### config.mk
export PLATFORM = sky130hd
export DESIGN_NAME = cla_multiword_seq
export DESIGN_NICKNAME = d
export VERILOG_FILES = /design/src/rtl/cla_kpg_pkg.sv /design/src/rtl/cla_multiword_seq.sv
export SDC_FILE = /design/constraint.sdc
export NUM_CORES = 1
export LEC_CHECK = 0
export CAP_MARGIN = 20
export CORE_MARGIN = 1.5
export CORE_UTILIZATION = 40
export CTS_CLUSTER_DIAMETER = 100
export CTS_CLUSTER_SIZE = 8
export DETAILED_ROUTE_END_ITERATION = 6
export DONT_BUFFER_PORTS = 1
export PLACE_DENSITY = 0.61
export SKIP_LAST_GASP = 1
export SYNTH_ARGS = -nofsm -noshare
export SYNTH_HDL_FRONTEND = slang
export SYNTH_SLANG_ARGS = --single-unit
### constraint.sdc
create_clock -name clk -period 1.7 [get_ports clk]
set_clock_uncertainty 0.15 [all_clocks]
set_input_delay 0.425 -clock clk [delete_from_list [all_inputs] [get_ports clk]]
set_output_delay 0.425 -clock clk [all_outputs]
set_load 0.05 [all_outputs]
### src/rtl/cla_kpg_pkg.sv
// Shared definitions for the multi-word KPG carry-lookahead sequencer:
// carry encodings, sequencer state and a carry-byte decoder.
package cla_kpg_pkg;

  localparam logic [7:0] KPG_K = 8'h6B;
  localparam logic [7:0] KPG_G = 8'h67;
  localparam logic [7:0] KPG_P = 8'h70;

  typedef enum logic [1:0] {
    IDLE = 2'd0,
    RUN  = 2'd1,
    DONE = 2'd2
  } seq_state_t;

  typedef struct packed {
    logic carry;
    logic valid;
  } kpg_dec_t;

  // A resolved carry-out is only ever K or G; anything else (P included) is illegal.
  function automatic kpg_dec_t kpg_to_carry(input logic [7:0] x);
    kpg_dec_t d;
    d.carry = (x == KPG_G);
    d.valid = (x == KPG_G) || (x == KPG_K);
    return d;
  endfunction

endpackage

### src/rtl/cla_multiword_seq.sv
// Drives an external 32-bit KPG adder one word per cycle to build an
// NWORDS x 32-bit sum, chaining the carry through the adder's xin/xout bytes.
module cla_multiword_seq
  import cla_kpg_pkg::*;
#(
  parameter  int NWORDS = 2,
  localparam int IDX_W  = (NWORDS > 1) ? $clog2(NWORDS) : 1
) (
  input  logic                   clk,
  input  logic                   rst,
  input  logic                   in_valid,
  output logic                   in_ready,
  input  logic [32*NWORDS-1:0]   in_a,
  input  logic [32*NWORDS-1:0]   in_b,
  input  logic                   in_cin,
  output logic                   out_valid,
  input  logic                   out_ready,
  output logic [32*NWORDS-1:0]   out_sum,
  output logic                   out_cout,
  output logic                   out_err,
  output logic [31:0]            add_a,
  output logic [31:0]            add_b,
  output logic [7:0]             add_xin,
  input  logic [31:0]            add_si,
  input  logic [7:0]             add_xout
);

  localparam logic [IDX_W-1:0] LAST = IDX_W'(NWORDS - 1);

  seq_state_t                 state;
  logic [IDX_W-1:0]           idx;
  logic                       carry;
  logic [NWORDS-1:0][31:0]    a_reg;
  logic [NWORDS-1:0][31:0]    b_reg;
  logic [NWORDS-1:0][31:0]    sum_reg;

  kpg_dec_t                   dec;
  logic                       new_carry;

  assign out_sum = sum_reg;

  // An illegal carry-out is flagged and treated as no carry so the chain stays defined.
  assign dec       = kpg_to_carry(add_xout);
  assign new_carry = dec.valid ? dec.carry : 1'b0;

  always_comb begin
    add_a   = '0;
    add_b   = '0;
    add_xin = KPG_K;
    if (state == RUN) begin
      add_a   = a_reg[idx];
      add_b   = b_reg[idx];
      add_xin = carry ? KPG_G : KPG_K;
    end
  end

  always_ff @(posedge clk) begin
    if (rst) begin
      state     <= IDLE;
      idx       <= '0;
      carry     <= 1'b0;
      a_reg     <= '0;
      b_reg     <= '0;
      sum_reg   <= '0;
      out_cout  <= 1'b0;
      out_err   <= 1'b0;
      out_valid <= 1'b0;
      in_ready  <= 1'b1;
    end else begin
      case (state)
        IDLE: begin
          if (in_valid) begin
            a_reg    <= in_a;
            b_reg    <= in_b;
            carry    <= in_cin;
            idx      <= '0;
            out_err  <= 1'b0;
            in_ready <= 1'b0;
            state    <= RUN;
          end
        end
        RUN: begin
          sum_reg[idx] <= add_si;
          carry        <= new_carry;
          if (!dec.valid) out_err <= 1'b1;
          if (idx == LAST) begin
            out_cout  <= new_carry;
            out_valid <= 1'b1;
            state     <= DONE;
          end else begin
            idx <= idx + 1'b1;
          end
        end
        DONE: begin
          if (out_ready) begin
            out_valid <= 1'b0;
            in_ready  <= 1'b1;
            state     <= IDLE;
          end
        end
        default: begin
          state     <= IDLE;
          out_valid <= 1'b0;
          in_ready  <= 1'b1;
        end
      endcase
    end
  end

endmodule

==> key figures <==
Setup path
  – CP delay by family, top: buffers and inverters
  – Worst Path Max Fanout: 8
  – Critical Path Max Stage Delay: 0.39 ns
  – CP arrival: 1.65 ns
  – Worst path slowest cell: dfxtp_4
  – Worst setup SP type: register
  – Required @ worst endpoint: 1.12 ns
  – Crit-path cells: buf_12 > buf_12 > mux2i_1 > nor2_1 > buf_6
  – WS Path Type: reg -> out
  – Crit path capture type: output pin
  – R2r startpoint: idx
  – Flop2flop setup slack: -0.29 ns
  – Reg2Reg Capture Point: out_sum[14]
  – Crit path buf inv count: 3
  – Most common cell on crit path: buf_12
  – FF-to-FF path depth: 8

Route
  – Via count: 7821
  – Pre-antenna DRT Iters: 5
  – Routed wire length: 31.4 mm
  – Iter 0 DRT Violations: 417
  – Vias per cell: 5.51
  – DRC: 0
  – DR WL/cell: 22.1 um
  – Final ANT Viol Nets: 0

Min path
  – Hold crit path type: in -> reg
  – Hold depth: 1
  – Hold_sp: rst
  – Min-Delay Endpoint: out_sum[7]

Synthesis
  – Post-synth EDFFs: 0
  – Mapped Area: 0.00806 mm^2
  – Share of the synthesized area in the top cell type: 49.7%
  – Asr flop ratio synth: 0%
  – Syn_area_per_cell: 7.81 um^2
  – Area leader, netlist: dfxtp_1
  – Most common cell in the netlist: nand2_1
  – Seq/Total Area, Yosys: 49.7%
  – Synth top area cells: dfxtp_1, nand2_1, a21oi_1
  – Distinct cells, synth: 28
  – Yosys reg bits: 200
  – Synth Instances: 1031
  – Synth top cells by count: nand2_1, dfxtp_1, a21oi_1, nor2_1, mux2i_1
  – Ys flop type: dfxtp_1
  – YS warnings: 0

Pwr
  – Pleak: 4.90 nW
  – Pwr Total: 0.0127 W
  – Peak VDD IR: 670 uV
  – Power Density: 961 mW/mm^2

Placed design
  – Post-DP HPWL: 15.1 mm
  – I/O Buffers: 0
  – GPL Wtd Cong: 0.808
  – DP Area: 0.00934 mm^2
  – DP Worst Slack: -0.202 ns

Layout
  – Fillers: 1409
  – Antenna cells: 0
  – Design Area, Final: 0.0132 mm^2
  – Layout cells sized above 1: 48.4%
  – Layout area overhead: 63.6%
  – Final net count: 1314

GRT
  – Total GRT Usage: 21.7%
  – Gr ovfl total: 0
  – Pin count of the biggest net entering global routing: 202
  – Vias in the first global route: 6901
  – Antenna violations before repair: 0
  – First-pass GRT wire length: 36.4 mm

Run
  – Max Cap Violations: 0

Clock tree
  – Worst-Skew Late Latency: 0.42 ns
  – Clk sinks: 200
  – Clock root cell: clkbuf_16
  – Num CTS Buffers: 17
  – CTS tree: built
  – CTS max path bufs: 2
  – H-tree levels: 4
  – CTS clk-pin slew, worst paths: 0.08 ns

STA
  – Rel. slew slack: 42.4%
  – PnR worst setup slack: -0.528 ns
  – Worst Tran Pin Value: 0.864 ns
  – Post-layout min period: 2.23 ns
  – Final period utilization: 131%
  – Final setup vio count: 254
  – Final Hold Fails: 115
  – Fin. max-slew vios: 0
  – RSZ-0062 raised after global routing: yes
  – Fin Setup TNS: -53.28 ns
  – Max Clock Freq: 449 MHz
  – Hold_ws: -0.0880 ns

Outcome
  – Run status: finished, violations left
  – Violated checks: hold timing, setup timing

Floorplan
  – Die Ht: 145 um
  – # rows: 51
  – Core area: 0.0196 mm^2
  – # IOs: 313
  – Die footprint: 0.0210 mm^2
  – Starting Density: 41.1%
  – Die Wd: 145 um
## worst max-delay path by stage
stage / start / to / slack [ns] / cells after the start
floorplan: state[1] / add_a[4] / -0.24 / 4
global placement: idx / add_a[10] / -0.17 / 4
detailed placement: idx / add_a[5] / -0.20 / 4
CTS: idx / add_a[29] / -0.50 / 5
global route: idx / add_b[28] / -0.56 / 5
finish: idx / add_b[28] / -0.53 / 5
## through the flow
stage,cells,util (%)
2_1_floorplan,1035,-
3_3_place_gp,1321,47.7
3_5_place_dp,1321,47.7
4_1_cts,1365,55.3
5_1_grt,1419,67.3
6_report,1419,67.3
## area by class of cell
type	count	area, um^2	share of cell area [%]
repair buffers	173	2660	20.2
multi-input cells	747	5520	41.9
flip-flops and latches	200	4060	30.8
inverters	2	11.3	0.0854
clock buffers	19	443	3.36
well taps	265	332	2.51
clock inverters	13	160	1.21
## placed cells by master (no fill, tap or decap), types with 2 or more instances in the layout
cell | netlist | final
clkinv_4 | 0 | 2
inv_6 | 0 | 6
mux2i_2 | 0 | 12
nand2_2 | 0 | 11
buf_6 | 8 | 69
a211oi_1 | 2 | 2
dlygate4sd3_1 | 0 | 4
o31ai_1 | 2 | 2
nand2_4 | 0 | 85
nor2_4 | 0 | 35
nor2_2 | 0 | 25
nand2b_1 | 4 | 3
dfxtp_1 | 200 | 161
clkbuf_16 | 0 | 37
buf_16 | 0 | 7
mux2i_4 | 0 | 41
mux2i_1 | 64 | 11
nor2_1 | 68 | 8
conb_1 | 2 | 6
buf_4 | 23 | 20
a21oi_2 | 1 | 100
a21oi_1 | 196 | 97
buf_8 | 0 | 12
clkinv_8 | 0 | 3
nand3b_1 | 2 | 2
buf_12 | 0 | 41
dfxtp_2 | 0 | 38
or3b_4 | 0 | 3
nor3b_4 | 0 | 2
nand2_1 | 386 | 290
## report_power, final
part | total [W] | switching [W] | internal [W] | leakage, nW
sequential | 0.00556 | 0.000578 | 0.00498 | 1.65
combinational | 0.00294 | 0.00152 | 0.00142 | 2.95
clock | 0.00417 | 0.00202 | 0.00215 | 0.294
## repair_timing
item	CTS	global route
resized for setup	138	417
gates cloned	4	35
endpoints found under the setup margin	123	267
hold endpoints to repair	200	200
buffers inserted	8	15
pin swaps	26	168
## logic make-up (layout without fill, tap and decap cells)
logic type,after synthesis,after routing,synth area share [%]
compound gates,205,205,13.1
xor+xnor,1,1,0.109
buf+inv,90,207,6.46
flops,200,200,49.7
mux,64,64,7.95
other cells,2,6,0.0932
simple gates,469,471,22.6
## metal layers
layer | routed length [um] | GRT usage [%] | up-vias
li1 | - | - | 3572
met1 | 11600 | 25.3 | 3790
met2 | 15900 | 37.2 | 378
met3 | 2690 | 7.80 | 81
met4 | 1220 | 6.08 | 0
met5 | 0 | 0 | -
(Power assumes the default switching activity.)
